[src/rtl/spi_pkg.sv]
// Shared SPI link definitions: clock mode encoding and default word/queue geometry.
package spi_pkg;
  typedef enum logic [1:0] {MODE0 = 2'd0, MODE1 = 2'd1, MODE2 = 2'd2, MODE3 = 2'd3} spi_mode_e;

  localparam int DEF_WORD_W   = 32;
  localparam int DEF_TX_DEPTH = 4;

  // Mode number is {CPOL, CPHA}.
  function automatic spi_mode_e mode_of(input int cpol, input int cpha);
    return spi_mode_e'({cpol != 0, cpha != 0});
  endfunction

  function automatic logic samples_on_rise(input spi_mode_e m);
    return (m == MODE0) || (m == MODE3);
  endfunction
endpackage

[src/rtl/spi_tx_fifo.sv]
// Power-of-two transmit word queue; head is visible combinationally, push ignored when full.
module spi_tx_fifo import spi_pkg::*; #(
  parameter int WIDTH = DEF_WORD_W,
  parameter int DEPTH = DEF_TX_DEPTH
) (
  input  logic                   clk,
  input  logic                   reset,
  input  logic                   i_push,
  input  logic [WIDTH-1:0]       i_data,
  input  logic                   i_pop,
  output logic [WIDTH-1:0]       o_head,
  output logic                   o_full,
  output logic                   o_empty,
  output logic [$clog2(DEPTH):0] o_count
);
  localparam int             AW       = $clog2(DEPTH);
  localparam logic [AW:0]    FULL_CNT = DEPTH[AW:0];

  logic [WIDTH-1:0] r_mem [DEPTH];
  logic [AW-1:0]    r_wr_ptr, r_rd_ptr;
  logic [AW:0]      r_count;
  logic             w_push, w_pop;

  assign o_full  = (r_count == FULL_CNT);
  assign o_empty = (r_count == '0);
  assign o_count = r_count;
  assign o_head  = r_mem[r_rd_ptr];
  assign w_push  = i_push & ~o_full;
  assign w_pop   = i_pop & ~o_empty;

  always_ff @(posedge clk)
    if (w_push) r_mem[r_wr_ptr] <= i_data;

  always_ff @(posedge clk or posedge reset)
    if (reset) begin
      r_wr_ptr <= '0;
      r_rd_ptr <= '0;
      r_count  <= '0;
    end else begin
      if (w_push) r_wr_ptr <= r_wr_ptr + 1'b1;
      if (w_pop)  r_rd_ptr <= r_rd_ptr + 1'b1;
      case ({w_push, w_pop})
        2'b10:   r_count <= r_count + 1'b1;
        2'b01:   r_count <= r_count - 1'b1;
        default: ;
      endcase
    end
endmodule

[src/rtl/spi_word_link.sv]
// SPI slave moving whole words: oversampled SCLK/CS/MOSI, RX word register, queued TX words.
module spi_word_link import spi_pkg::*; #(
  parameter int WORD_W   = DEF_WORD_W,
  parameter int CPOL     = 0,
  parameter int CPHA     = 0,
  parameter int TX_DEPTH = DEF_TX_DEPTH
) (
  input  logic              clk,
  input  logic              reset,
  input  logic              sclk,
  input  logic              cs,
  input  logic              mosi,
  output logic              miso,
  output logic [WORD_W-1:0] rx_data,
  output logic              rx_valid,
  input  logic [WORD_W-1:0] tx_data,
  input  logic              tx_valid,
  output logic              tx_ready,
  output logic              tx_underrun
);
  localparam spi_mode_e      MODE        = mode_of(CPOL, CPHA);
  localparam bit             SAMPLE_RISE = samples_on_rise(MODE);
  localparam bit             IDLE_LVL    = (CPOL != 0);
  localparam bit             SKIP_FIRST  = (CPHA != 0);
  localparam int             CW          = $clog2(WORD_W);
  localparam int             FCW         = $clog2(TX_DEPTH) + 1;
  localparam logic [CW-1:0]  LAST_BIT    = CW'(WORD_W - 1);
  localparam logic [FCW-1:0] FIFO_MAX    = FCW'(TX_DEPTH);

  typedef enum logic {IDLE, ACTIVE} state_e;
  state_e r_state, w_state_nxt;

  logic [1:0]        r_sclk_s, r_cs_s, r_mosi_s;
  logic              r_sclk_d, r_cs_d;
  logic              w_start, w_live, w_rise, w_fall, w_samp, w_shft, w_last, w_load;
  logic [CW-1:0]     r_bit_cnt;
  logic [WORD_W-1:0] r_rx_shift, r_rx_data, r_tx_shift, w_head;
  logic              r_rx_pend, r_rx_valid, r_word_done, r_skip, r_underrun;
  logic              w_full, w_empty, w_push;
  logic [FCW-1:0]    w_count;

  // CS syncs reset to "selected" so a frame still running at reset release shows no CS fall.
  always_ff @(posedge clk or posedge reset)
    if (reset) begin
      r_sclk_s <= {2{IDLE_LVL}};
      r_sclk_d <= IDLE_LVL;
      r_cs_s   <= 2'b00;
      r_cs_d   <= 1'b0;
      r_mosi_s <= 2'b00;
    end else begin
      r_sclk_s <= {r_sclk_s[0], sclk};
      r_sclk_d <= r_sclk_s[1];
      r_cs_s   <= {r_cs_s[0], cs};
      r_cs_d   <= r_cs_s[1];
      r_mosi_s <= {r_mosi_s[0], mosi};
    end

  always_ff @(posedge clk or posedge reset)
    if (reset) r_state <= IDLE;
    else       r_state <= w_state_nxt;

  always_comb begin
    w_state_nxt = r_state;
    w_start     = 1'b0;
    case (r_state)
      IDLE:    if (r_cs_d && !r_cs_s[1]) begin
                 w_state_nxt = ACTIVE;
                 w_start     = 1'b1;
               end
      ACTIVE:  if (r_cs_s[1]) w_state_nxt = IDLE;
      default: w_state_nxt = IDLE;
    endcase
  end

  assign w_live = (r_state == ACTIVE) && !r_cs_s[1];
  assign w_rise = r_sclk_s[1] & ~r_sclk_d;
  assign w_fall = ~r_sclk_s[1] & r_sclk_d;
  assign w_samp = w_live & (SAMPLE_RISE ? w_rise : w_fall);
  assign w_shft = w_live & (SAMPLE_RISE ? w_fall : w_rise);
  assign w_last = w_samp & (r_bit_cnt == LAST_BIT);
  assign w_load = w_start | (w_shft & r_word_done);

  assign w_push   = tx_valid & (w_count != FIFO_MAX);
  assign tx_ready = ~w_full;

  spi_tx_fifo #(.WIDTH(WORD_W), .DEPTH(TX_DEPTH)) u_tx_fifo (
    .clk(clk), .reset(reset), .i_push(w_push), .i_data(tx_data), .i_pop(w_load),
    .o_head(w_head), .o_full(w_full), .o_empty(w_empty), .o_count(w_count)
  );

  always_ff @(posedge clk or posedge reset)
    if (reset) begin
      r_bit_cnt  <= '0;
      r_rx_shift <= '0;
      r_rx_data  <= '0;
      r_rx_pend  <= 1'b0;
      r_rx_valid <= 1'b0;
    end else begin
      r_rx_pend  <= w_last;
      r_rx_valid <= r_rx_pend;
      if (!w_live) begin
        r_bit_cnt <= '0;
      end else if (w_samp) begin
        r_rx_shift <= {r_rx_shift[WORD_W-2:0], r_mosi_s[1]};
        r_bit_cnt  <= w_last ? '0 : r_bit_cnt + 1'b1;
        if (w_last) r_rx_data <= {r_rx_shift[WORD_W-2:0], r_mosi_s[1]};
      end
    end

  // A word start loads the queue head (or zeros when empty); with CPHA=1 the word's first
  // shift edge only starts the bit, so it is skipped at frame entry and consumed by later loads.
  always_ff @(posedge clk or posedge reset)
    if (reset) begin
      r_tx_shift  <= '0;
      r_word_done <= 1'b0;
      r_skip      <= 1'b0;
      r_underrun  <= 1'b0;
    end else begin
      r_underrun <= w_load & w_empty;
      if (!w_live && !w_start) begin
        r_tx_shift  <= '0;
        r_word_done <= 1'b0;
        r_skip      <= 1'b0;
      end else begin
        if (w_last) r_word_done <= 1'b1;
        if (w_load) begin
          r_tx_shift  <= w_empty ? '0 : w_head;
          r_word_done <= 1'b0;
          r_skip      <= SKIP_FIRST & w_start;
        end else if (w_shft) begin
          if (r_skip) r_skip     <= 1'b0;
          else        r_tx_shift <= {r_tx_shift[WORD_W-2:0], 1'b0};
        end
      end
    end

  assign miso        = r_tx_shift[WORD_W-1];
  assign rx_data     = r_rx_data;
  assign rx_valid    = r_rx_valid;
  assign tx_underrun = r_underrun;
endmodule

[config.mk]
export PLATFORM = sky130hd
export DESIGN_NAME = spi_word_link
export DESIGN_NICKNAME = d
export VERILOG_FILES = /design/src/rtl/spi_pkg.sv /design/src/rtl/spi_tx_fifo.sv /design/src/rtl/spi_word_link.sv
export SDC_FILE = /design/constraint.sdc
export NUM_CORES = 1
export LEC_CHECK = 0
export ABC_AREA = 1
export BUFFER_PORTS_ARGS = -buffer_cell sky130_fd_sc_hd__buf_2
export CORE_MARGIN = 2
export CORE_UTILIZATION = 51
export CTS_CLUSTER_DIAMETER = 120
export CTS_CLUSTER_SIZE = 40
export DETAILED_ROUTE_END_ITERATION = 10
export PLACE_DENSITY = 0.76
export SLEW_MARGIN = 20
export SYNTH_ARGS = -nofsm -noshare
export SYNTH_HDL_FRONTEND = slang
export SYNTH_HIERARCHICAL = 1
export SYNTH_SLANG_ARGS = --single-unit
[constraint.sdc]
create_clock -name clk -period 3.4 [get_ports clk]
set_clock_uncertainty 0.2 [all_clocks]
set_input_delay 0.51 -clock clk [delete_from_list [all_inputs] [get_ports clk]]
set_output_delay 0.51 -clock clk [all_outputs]
set_load 0.1 [all_outputs]
# After elaboration in Yosys (flattened, before gate mapping)
# Memory sizes are Yosys's and may differ from the RTL's.
# Cells that the tools add are included.
# totals
reg_bits,121
latchBits,0
ramBits,128
romBits,0
input_bits,38
out_inout_bits,36
word_cells,81
memories,1
# op_classes
addsub,5
mul,0
div,0
n_lt_le_gt_ge,0
n_eq_ne,7
shift,0
n_mux,21
bitwise_logic,16
reduce_logical,13
# memory_table
name,depth,width,read_ports,rd_ports_with_merged_regs,wr,line,rtl
u_tx_fifo.r_mem,4,32,1,0,1,spi_tx_fifo.sv:19,logic [WIDTH-1:0] r_mem [DEPTH];
# ops
op,count
32-bit two-way mux,5
5-bit two-way mux,3
1-bit two-way mux,11
1-bit bitwise AND,10
3-bit one-hot mux with 2 select lines,1
3-bit nonzero test,2
"5-bit by 1-bit adder with 5-bit output, second input constant",1
"5-bit == test, second input constant",1
1-bit inverter,5
"2-bit by 1-bit adder with 2-bit output, second input constant",2
2-bit AND reduction,2
"3-bit by 1-bit adder with 3-bit output, second input constant",1
"3-bit == test, second input constant",1
1-bit logical AND,3
1-bit zero test,3
3-bit zero test,1
"3-bit by 1-bit != test with 1-bit output, second input constant",1
"3-bit != test, second input constant",1
3-bit AND reduction,1
"3-bit by 1-bit subtractor with 3-bit output, second input constant",1
"2-bit by 1-bit == test with 1-bit output, second input constant",1
"2-bit == test, second input constant",1
"2-bit by 1-bit != test with 1-bit output, second input constant",1
1-bit one-hot mux with 2 select lines,1
other kinds (2),2

# Depth between registers and ports, before layout
# Gate-level depths: netlist (run 1).
# logic_depth
word_depth,8
depth_mapped,14
mapped_depth_nobuf,13

# Modules after synthesis
# The synthesis (run 1) kept the hierarchy.
# by_module_without_submodules
module,instances,cells_per_inst,area_per_inst_um2,seq_area_each_um2
spi_tx_fifo,1,436,5587.9,4018.9
spi_word_link,1,570,4932.2,2827.7

# Worst setup path after synthesis (run 1)
# Ideal clock, no wire load.
# synth_path
kind,in2reg
start,input port tx_valid
end,"memory u_tx_fifo/r_mem[0][0] (netlist name), enable pin"
setup_ns,0.421
arrival_ns,2.348
required_time_ns,2.779
slack_ns,0.431
stages,3
n_path_buf,0
path_cell_list,a21boi_0 nand2_1 nor2_1
# synth_between
elab_chain_len,4
# synth_lines
element,line,rtl
"start, declared",spi_word_link.sv:17,"input logic tx_valid,"
1-bit bitwise AND,spi_word_link.sv:83,assign w_push = tx_valid & (w_count != FIFO_MAX);
1-bit bitwise AND,spi_tx_fifo.sv:28,assign w_push = i_push & ~o_full;
1-bit two-way mux,spi_tx_fifo.sv:32,if (w_push) r_mem[r_wr_ptr] <= i_data;
1-bit two-way mux (implied by the code),spi_tx_fifo.sv:32,
"end, declared",spi_tx_fifo.sv:19,
# No other way between the ends.

# Worst setup path in the final report (run 1)
# layout_path
start,register u_tx_fifo.r_count[0] (netlist: u_tx_fifo/o_count[0])
end,output port tx_ready
# layout_between
elab_chain_len,2
# layout_lines
element,line,rtl
"start, declared",spi_tx_fifo.sv:21,logic [AW:0] r_count;
"start signal, assigned",spi_tx_fifo.sv:43,2'b10: r_count <= r_count + 1'b1;
"start signal, assigned",spi_tx_fifo.sv:44,2'b01: r_count <= r_count - 1'b1;
3-bit == test,spi_tx_fifo.sv:24,assign o_full = (r_count == FULL_CNT);
via w_full,spi_word_link.sv:39,"logic w_full, w_empty, w_push;"
1-bit inverter,spi_word_link.sv:84,assign tx_ready = ~w_full;
"end, declared",spi_word_link.sv:18,"output logic tx_ready,"
# The timed path passes the listed nets, and every way through them passes these cells.

==> flow_summary.json, run 1 <==
{
  "initial_core_util_pct": 52.0,
  "yosys_warnings": 6,
  "dp_hpwl_microns": 11100,
  "fillers": 1720,
  "drc": 0,
  "io-pin-count": 74,
  "finalHoldViolations": 0,
  "coreArea_sq_um": 20200,
  "num_rows": 52,
  "synth_edf_count": 128,
  "htreeDepth": 1,
  "ir_worst_vdd_mv": 0.618,
  "fp.dieH_microns": 148,
  "die_w_microns": 148,
  "setup_violations": 0,
  "ys_seq_area_share_pct": 65.1,
  "synth_nets": 1052,
  "async_flop_share_pct": 48.4,
  "grt_pass1_wl_microns": 31300,
  "insertion_delay_ps": 490,
  "netlist_area_sq_um": 10500,
  "slew_headroom_pct": 50.8,
  "finalSetupTns_ps": 0,
  "nNetsFinal": 1103,
  "ys_types": 29,
  "totalWireLength_microns": 18600,
  "cap_violations": 0,
  "fmax_mhz": 425,
  "syn_inst": 1006,
  "rsz0062_at_grt": "false",
  "drive_above_1_share_pct": 11.2,
  "finalMaxSlewViolations": 0,
  "mostFrequentLayoutCells": "nand2_1 (312), inv_1 (150), edfxtp_1 (128)",
  "ys.flop_type": "edfxtp_1",
  "leakage_uw": 0.00520,
  "cts_made_buffers": 10,
  "synth_seq_cells": 248,
  "cp-end-kind": "output pin",
  "wl_per_cell_microns": 14.0,
  "status": "finished clean",
  "cts_max_path_buffers": 3,
  "cts_resized": 0,
  "viasPerCell": 5.05,
  "vias": 6727,
  "dieArea_sq_um": 21800,
  "worstHoldPathType": "in -> reg",
  "area_delta_synth_final_pct": 7.77,
  "track_usage_pct": 17.6,
  "clockRootBuffer": "clkbuf_16",
  "post-route-min-period_ps": 2350,
  "dr.pass1.iters": 5,
  "critical_path_class": "reg -> out",
  "synth.avg_cell_area_sq_um": 10.5,
  "cts_tree": "done",
  "worstPathMaxFanout": 4,
  "powerDensity_nw_per_um2": 634,
  "grt_overflow_total": 0,
  "fin_ws_ps": 1050,
  "diodes": 0,
  "antenna_found_initial": 0,
  "layout_commonest_cell": "nand2_1",
  "cts.sink_count": 248,
  "arrival_ps": 1640,
  "antenna_left": 0,
  "pre_cts_ws_ps": 1020,
  "period_share_pct": 69.2,
  "cts_setup_buffers": 0,
  "startpoint_type": "flip-flop",
  "tightestPinTransition_ps": 736,
  "dr.first_iter.drc_count": 431,
  "clk_pin_slew_worst_paths_ps": 140,
  "place.gp.congestion": 0.751,
  "grt_pass1_vias": 6366,
  "portBuffers": 73,
  "fin_hold_ws_ps": 22.3,
  "grt_start_max_net_pins": 99,
  "crit_required_ps": 2690
}
==> kinds of logic after synthesis <==
family / share of synthesized area (%)
xor gates and xnor gates: 0.250
AOI/OAI and AO/OA: 7.99
adders and majority gates: 1.02
DFF: 65.1
muxes: 0.0952
and+or+nand+nor: 16.1
buffers and inverters: 9.50
==> timing repair <==
action,CTS,global route
hold buffers,4,0
endpoints found under the setup margin,0,0
hold endpoints to repair,27,0
==> power breakdown <==
group	switching, uW	leakage, uW	internal, uW	total, uW
combinational	1330	0.00224	557	1880
sequential	123	0.00280	3590	3710
clock	904	0.000165	692	1600
total	2350	0.00520	4840	7190
==> routing by layer <==
metal  track usage [%]  part of all wire, %
met1              24.4                   45
met2              29.9                   48
met3              2.16                  5.1
met4              4.23                  2.1
met5                 0                    0
==> final timing paths <==
path	slack (ps)	cells past startpoint	from	end
max	1050	5	u_tx_fifo/o_count[0]$_DFFE_PP0P_	tx_ready
min	20	1	tx_data[21]	u_tx_fifo/r_mem[2][21]$_DFFE_PP_
max reg2reg	1160	10	u_tx_fifo/o_count[0]$_DFFE_PP0P_	u_tx_fifo/o_count[2]$_DFFE_PP0P_
min reg2reg	160	0	r_rx_pend$_DFF_PP0_	rx_valid$_DFF_PP0_
max in group asynchronous	1880	4	reset	tx_underrun$_DFF_PP0_
min in group asynchronous	320	3	reset	u_tx_fifo/r_wr_ptr[1]$_DFFE_PP0P_
==> area by class of cell <==
cell class / instances / area, sq um / share of cell area (%)
sequential: 248 / 6850 / 60.4
multi-input combinational: 551 / 2680 / 23.7
inverter: 155 / 587 / 5.18
timing repair buffer: 91 / 536 / 4.72
tap: 270 / 338 / 2.98
clock buffer: 13 / 283 / 2.49
clock inverter: 3 / 63.8 / 0.563
==> sequential cells by signal, summed over array words and instances (netlist names), 2 cells and up <==
| register | count |
|---|---|
| u_tx_fifo/r_mem | 128 |
| r_tx_shift | 32 |
| rx_data | 32 |
| r_rx_shift | 31 |
| r_bit_cnt | 5 |
| u_tx_fifo/o_count | 3 |
| r_cs_s | 2 |
| r_mosi_s | 2 |
| r_sclk_s | 2 |
| u_tx_fifo/r_rd_ptr | 2 |
| u_tx_fifo/r_wr_ptr | 2 |
==> stage by stage <==
stage / cells / total power, uW / instance area (sq um) / utilization, %
floorplan: 1006 / 5300 / 10500 / -
global placement: 1311 / 5600 / 11000 / 54.1
detailed placement: 1311 / 5670 / 11000 / 54.1
CTS: 1331 / 7260 / 11300 / 56.0
global route: 1331 / 7630 / 11300 / 56.0
finish: 1331 / 7190 / 11300 / 56.0
==> critical path, cell delays in order (launching register included) <==
cell and delay [ps]:
dfrtp_1 410, inv_1 100, nand3_1 140, inv_1 60, inv_1 40, buf_2 410
==> Yosys cell counts, types with 2 or more instances <==
cell type    n  area, sq um
nand2_4      2         22.5
o21ai_1     63          315
buf_6       22          248
inv_2        4         15.0
nand2_1    312         1170
nor2_1       8         30.0
inv_1      151          567
buf_2       16         80.1
xnor2_1      2         17.5
dfrtp_1    120         3000
clkbuf_1     4         15.0
nand3_1     76          380
nor2_4       4         45.0
a21oi_1      2         10.0
o211ai_1    64          480
edfxtp_1   128         3840
buf_4       10         75.1
ha_1         7         87.6
No activity file was read; power rests on OpenSTA's default activity.
==> run 2: changes to the inputs <==
--- a/config.mk
+++ b/config.mk
@@ -12,7 +12,7 @@
 export CTS_CLUSTER_DIAMETER = 120
 export CTS_CLUSTER_SIZE = 40
 export DETAILED_ROUTE_END_ITERATION = 10
-export PLACE_DENSITY = 0.76
+export PLACE_DENSITY = 0.73
 export SLEW_MARGIN = 20
 export SYNTH_ARGS = -nofsm -noshare
 export SYNTH_HDL_FRONTEND = slang
==> constraint.sdc (replaced) <==
create_clock -name clk -period 2.26 [get_ports clk]
set_clock_uncertainty 0.2 [all_clocks]
set_input_delay 0.339 -clock clk [delete_from_list [all_inputs] [get_ports clk]]
set_output_delay 0.339 -clock clk [all_outputs]
set_load 0.1 [all_outputs]
==> flow_summary.json, run 2 (synthesis gave the netlist of run 1 again) <==
{
  "status": "finished clean",
  "finalMaxSlewViolations": 0,
  "clkPwrFrac_pct": 20.8,
  "pre_cts_ws_ps": 50.3,
  "setup_violations": 0,
  "vias": 6772,
  "powerDensity_nw_per_um2": 918,
  "initial_core_util_pct": 52.0,
  "area_delta_synth_final_pct": 11.9,
  "cts_tree": "done",
  "dieArea_sq_um": 21800,
  "clk_pin_slew_worst_paths_ps": 140,
  "max_flop_register": "u_tx_fifo/r_mem",
  "worstPathMaxFanout": 4,
  "rsz0062_at_grt": "true",
  "cts.sink_count": 248,
  "viasPerCell": 4.95,
  "mostFrequentLayoutCells": "nand2_1 (312), inv_1 (150), edfxtp_1 (128)",
  "num_rows": 52,
  "worstHoldPathType": "in -> reg",
  "drc": 0,
  "seqPwrFrac_pct": 51.6,
  "track_usage_pct": 17.5,
  "dp_hpwl_microns": 10800,
  "io-pin-count": 74,
  "slew_headroom_pct": 65.8,
  "clockRootBuffer": "clkbuf_16",
  "power_frac_comb_pct": 27.6,
  "holdPathStages": 4,
  "p_sw_uw": 3490,
  "swShare_pct": 32.4,
  "startpoint_type": "flip-flop",
  "coreArea_sq_um": 20200,
  "insertion_delay_ps": 490,
  "dr.pass1.iters": 5,
  "cts_max_path_buffers": 3,
  "fin_hold_ws_ps": 46.4,
  "htreeDepth": 1,
  "grt_pass1_vias": 6462,
  "cp-end-kind": "flip-flop",
  "ir_worst_vdd_mv": 0.746,
  "rr_worst_depth": 12,
  "cts_made_buffers": 10,
  "fin_ws_ps": 118,
  "grt_overflow_total": 0,
  "totalWireLength_microns": 18700,
  "largest_reg_flops": 128,
  "layout_commonest_cell": "nand2_1",
  "crit_required_ps": 2460,
  "fmax_mhz": 467,
  "grt_pass1_wl_microns": 31200,
  "antenna_found_initial": 0,
  "place.gp.congestion": 0.733,
  "post-route-min-period_ps": 2140,
  "leakage_uw": 0.00538,
  "wl_per_cell_microns": 13.7,
  "die_w_microns": 148,
  "diodes": 0,
  "antenna_left": 0,
  "p_int_uw": 7310,
  "tightestPinTransition_ps": 516,
  "finalHoldViolations": 0,
  "utilization_pct": 58.2,
  "drive_above_1_share_pct": 11.4,
  "grt_start_max_net_pins": 66,
  "arrival_ps": 2340,
  "cap_violations": 0,
  "fillers": 1683,
  "period_share_pct": 94.8,
  "nNetsFinal": 1140,
  "dr.first_iter.drc_count": 361,
  "portBuffers": 73,
  "fp.dieH_microns": 148,
  "critical_path_class": "reg -> reg"
}
==> run 2: cell count changes in the layout (fill, tap and decap cells not counted), sizes merged <==
cell	previous run	this run
clkinv	3	2
dlygate4sd3	4	36
buf	87	91
clkbuf	13	15
bufinv	1	0
==> run 2: final cells by class <==
cell class / instances / area (sq um) / share of cell area [%]
inverter: 155 / 587 / 4.99
tap: 270 / 338 / 2.87
sequential: 248 / 6850 / 58.2
clock buffer: 14 / 287 / 2.43
multi-input combinational: 551 / 2690 / 22.8
timing repair buffer: 128 / 996 / 8.46
clock inverter: 1 / 30.0 / 0.255
==> run 2: per-stage QoR <==
stage          setup TNS (ps)  area [sq um]  cells  total power, uW
2_1_floorplan          -75360         10500   1006             7970
3_3_place_gp                0         11100   1316             8540
3_5_place_dp                0         11100   1316             8620
4_1_cts                     0         11800   1367            10900
5_1_grt                 -2.39         11800   1367            11500
6_report                    0         11800   1367            10800
==> run 2: critical path, cell delays in order, from the launching register on <==
cell and delay (ps):
dfrtp_2 470, inv_2 100, nand2_4 90, o21ai_4 170, nand2_1 80, inv_1 70, ha_1 160, inv_1 80
fa_2 360, nand2_1 100, nand3_1 80, nand2_1 60, nand2_1 40
==> run 2: what timing repair did <==
item                       in CTS  in global routing
hold endpoints to repair      251                  0
hold buffers                   36                  0
resized for setup               0                  4
setup endpoints to repair       0                  3
buffers inserted                0                  0
==> run 2: power groups by stage <==
stage / sequential, uW / combinational, uW / clock, uW
global route: 5630 / 3370 / 2460
finish: 5580 / 2980 / 2250
detailed placement: 5670 / 2950 / 0
global placement: 5650 / 2880 / 0
CTS: 5580 / 3010 / 2310
floorplan: 5670 / 2310 / 0
==> run 2: path summary, 6_finish.rpt <==
check                                    startpoint                                 to  slack, ps
worst max register to register  r_cs_s[1]$_DFF_PP0_   u_tx_fifo/o_count[2]$_DFFE_PP0P_        120
worst max-delay path            r_cs_s[1]$_DFF_PP0_   u_tx_fifo/o_count[2]$_DFFE_PP0P_        120
worst min-delay path                       tx_valid  u_tx_fifo/r_wr_ptr[1]$_DFFE_PP0P_         50
min in group asynchronous                     reset  u_tx_fifo/r_rd_ptr[1]$_DFFE_PP0P_        150
max in group asynchronous                     reset            rx_data[10]$_DFFE_PP0P_       1250
worst min register to register  r_rx_pend$_DFF_PP0_                 rx_valid$_DFF_PP0_        170
==> run 2: per-layer routing <==
| metal | routed length (microns) | track usage [%] |
|---|---|---|
| met5 | 0 | 0 |
| met3 | 719 | 2.10 |
| met4 | 273 | 3.70 |
| met2 | 9130 | 31.0 |
| met1 | 8620 | 23.4 |
==> run 3: changes to the inputs <==
==> constraint.sdc (replaced) <==
create_clock -name clk -period 2.26 [get_ports clk]
set_clock_uncertainty 0.2 [all_clocks]
set_input_delay 0.226 -clock clk [delete_from_list [all_inputs] [get_ports clk]]
set_output_delay 0.226 -clock clk [all_outputs]
set_load 0.1 [all_outputs]
==> flow_summary.json, run 3 (synthesis gave the netlist of run 1 again) <==
{
  "cts_max_path_buffers": 3,
  "p_total_uw": 10800,
  "startpoint_type": "flip-flop",
  "track_usage_pct": 17.9,
  "fp.dieH_microns": 148,
  "cts.sink_count": 248,
  "finalHoldViolations": 0,
  "largest_reg_flops": 128,
  "period_share_pct": 92.7,
  "ir_worst_vdd_mv": 0.827,
  "dp_hpwl_microns": 11300,
  "r2r-start": "r_cs_s[1]$_DFF_PP0_",
  "grt_pass1_vias": 6610,
  "vias": 6795,
  "utilization_pct": 58.3,
  "rr_endpoint": "u_tx_fifo/o_count[2]$_DFFE_PP0P_",
  "totalWireLength_microns": 18900,
  "viasPerCell": 4.96,
  "clk_pin_slew_worst_paths_ps": 150,
  "cts_made_buffers": 10,
  "dr.pass1.iters": 4,
  "nNetsFinal": 1144,
  "clkPwrFrac_pct": 21.0,
  "place.gp.congestion": 0.777,
  "powerDensity_nw_per_um2": 919,
  "initial_core_util_pct": 52.0,
  "dr.first_iter.drc_count": 324,
  "finalMaxSlewViolations": 0,
  "antenna_left": 0,
  "area_delta_synth_final_pct": 12.2,
  "worstHoldPathType": "in -> async",
  "startpoint": "u_tx_fifo/o_count[0]$_DFFE_PP0P_",
  "arrival_ps": 1670,
  "coreArea_sq_um": 20200,
  "mostFrequentLayoutCells": "nand2_1 (311), inv_1 (150), edfxtp_1 (128)",
  "num_rows": 52,
  "p_sw_uw": 3510,
  "power_frac_comb_pct": 27.6,
  "rrSetupSlack_ps": 180,
  "p_int_uw": 7320,
  "max_flop_register": "u_tx_fifo/r_mem",
  "die_w_microns": 148,
  "portBuffers": 73,
  "leakage_uw": 0.00539,
  "drc": 0,
  "layout_commonest_cell": "nand2_1",
  "grt_pass1_wl_microns": 31800,
  "grt_start_max_net_pins": 78,
  "post-route-min-period_ps": 2100,
  "io-pin-count": 74,
  "crit_path_max_incr_delay_ps": 410,
  "wl_per_cell_microns": 13.8,
  "slew_headroom_pct": 64.8,
  "cap_violations": 0,
  "insertion_delay_ps": 490,
  "cts_setup_buffers": 0,
  "diodes": 0,
  "clockRootBuffer": "clkbuf_16",
  "rr_worst_depth": 12,
  "status": "finished clean",
  "htreeDepth": 1,
  "setup_violations": 0,
  "critical_path_class": "reg -> out",
  "critical_path.most_common_cell": "inv_1",
  "crit_required_ps": 1830,
  "swShare_pct": 32.4,
  "tightestPinTransition_ps": 531,
  "worstPathCellList": "inv_1, nand3_1, inv_1, inv_1, buf_2",
  "drive_above_1_share_pct": 11.8,
  "seqPwrFrac_pct": 51.5,
  "fmax_mhz": 477,
  "worstPathMaxFanout": 4,
  "cts_tree": "done",
  "dieArea_sq_um": 21800,
  "grt_overflow_total": 0,
  "cp-end-kind": "output pin",
  "timing.critical_path.slowest_stage_cell": "dfrtp_1",
  "antenna_found_initial": 0
}
==> run 3: repair_timing <==
item                                    4_1_cts  5_1_grt
hold buffers                                 37        0
endpoints found under the setup margin        0        1
endpoints found under the hold margin       200        0
gates resized for setup                       0        3
==> run 3: per-layer routing <==
layer,GRT usage (%),share of wire (%),vias to the layer above
met4,4.18,2.0,0
met1,23.0,44,3203
li1,-,-,3431
met2,32.4,50,138
met5,0,0,-
met3,2.19,4.5,23
==> run 3: how the worst max path moves through the flow <==
stage	slack (ps)	end	depth (start not counted)
final	160	tx_ready	5
after global routing	-2	u_tx_fifo/o_count[2]$_DFFE_PP0P_	12
after CTS	100	u_tx_fifo/o_count[2]$_DFFE_PP0P_	12
after detailed placement	130	u_tx_fifo/o_count[2]$_DFFE_PP0P_	12
after global placement	180	u_tx_fifo/o_count[2]$_DFFE_PP0P_	12
after floorplan	-590	u_tx_fifo/r_mem[0][0]$_DFFE_PP_	3
==> run 3: cell type report <==
type	count	area (sq um)
repair buffers	132	1010
multi-input cells	551	2690
fillers	1698	8430
clock inverters	2	38.8
inverters	155	587
flip-flops and latches	248	6850
clock buffers	13	283
well taps	270	338
==> run 3: through the flow <==
stage               hold slack (ps)  setup WS, ps  TNS (ps)  area, sq um  instances
global route                   42.1         -2.07     -2.07        11800       1371
finish                         23.5           164         0        11800       1371
global placement               27.2           181         0        11100       1319
detailed placement             24.2           130         0        11100       1319
CTS                            31.2           103         0        11800       1371
floorplan                      -171          -589    -75360        10500       1006
==> run 3: worst max-delay path, delay by kind of cell (launching register included) <==
family                 cells  cell delay, ps
AND/OR/NAND/NOR            1             140
flip-flops                 1             410
buffers and inverters      4             630
==> run 3: power by group through the flow <==
| stage | sequential, uW | combinational (uW) | clock (uW) |
|---|---|---|---|
| 4_1_cts | 5570 | 3020 | 2330 |
| 3_3_place_gp | 5660 | 2900 | 0 |
| 6_report | 5580 | 2990 | 2270 |
| 5_1_grt | 5630 | 3390 | 2490 |
| 3_5_place_dp | 5670 | 2960 | 0 |
| 2_1_floorplan | 5670 | 2310 | 0 |
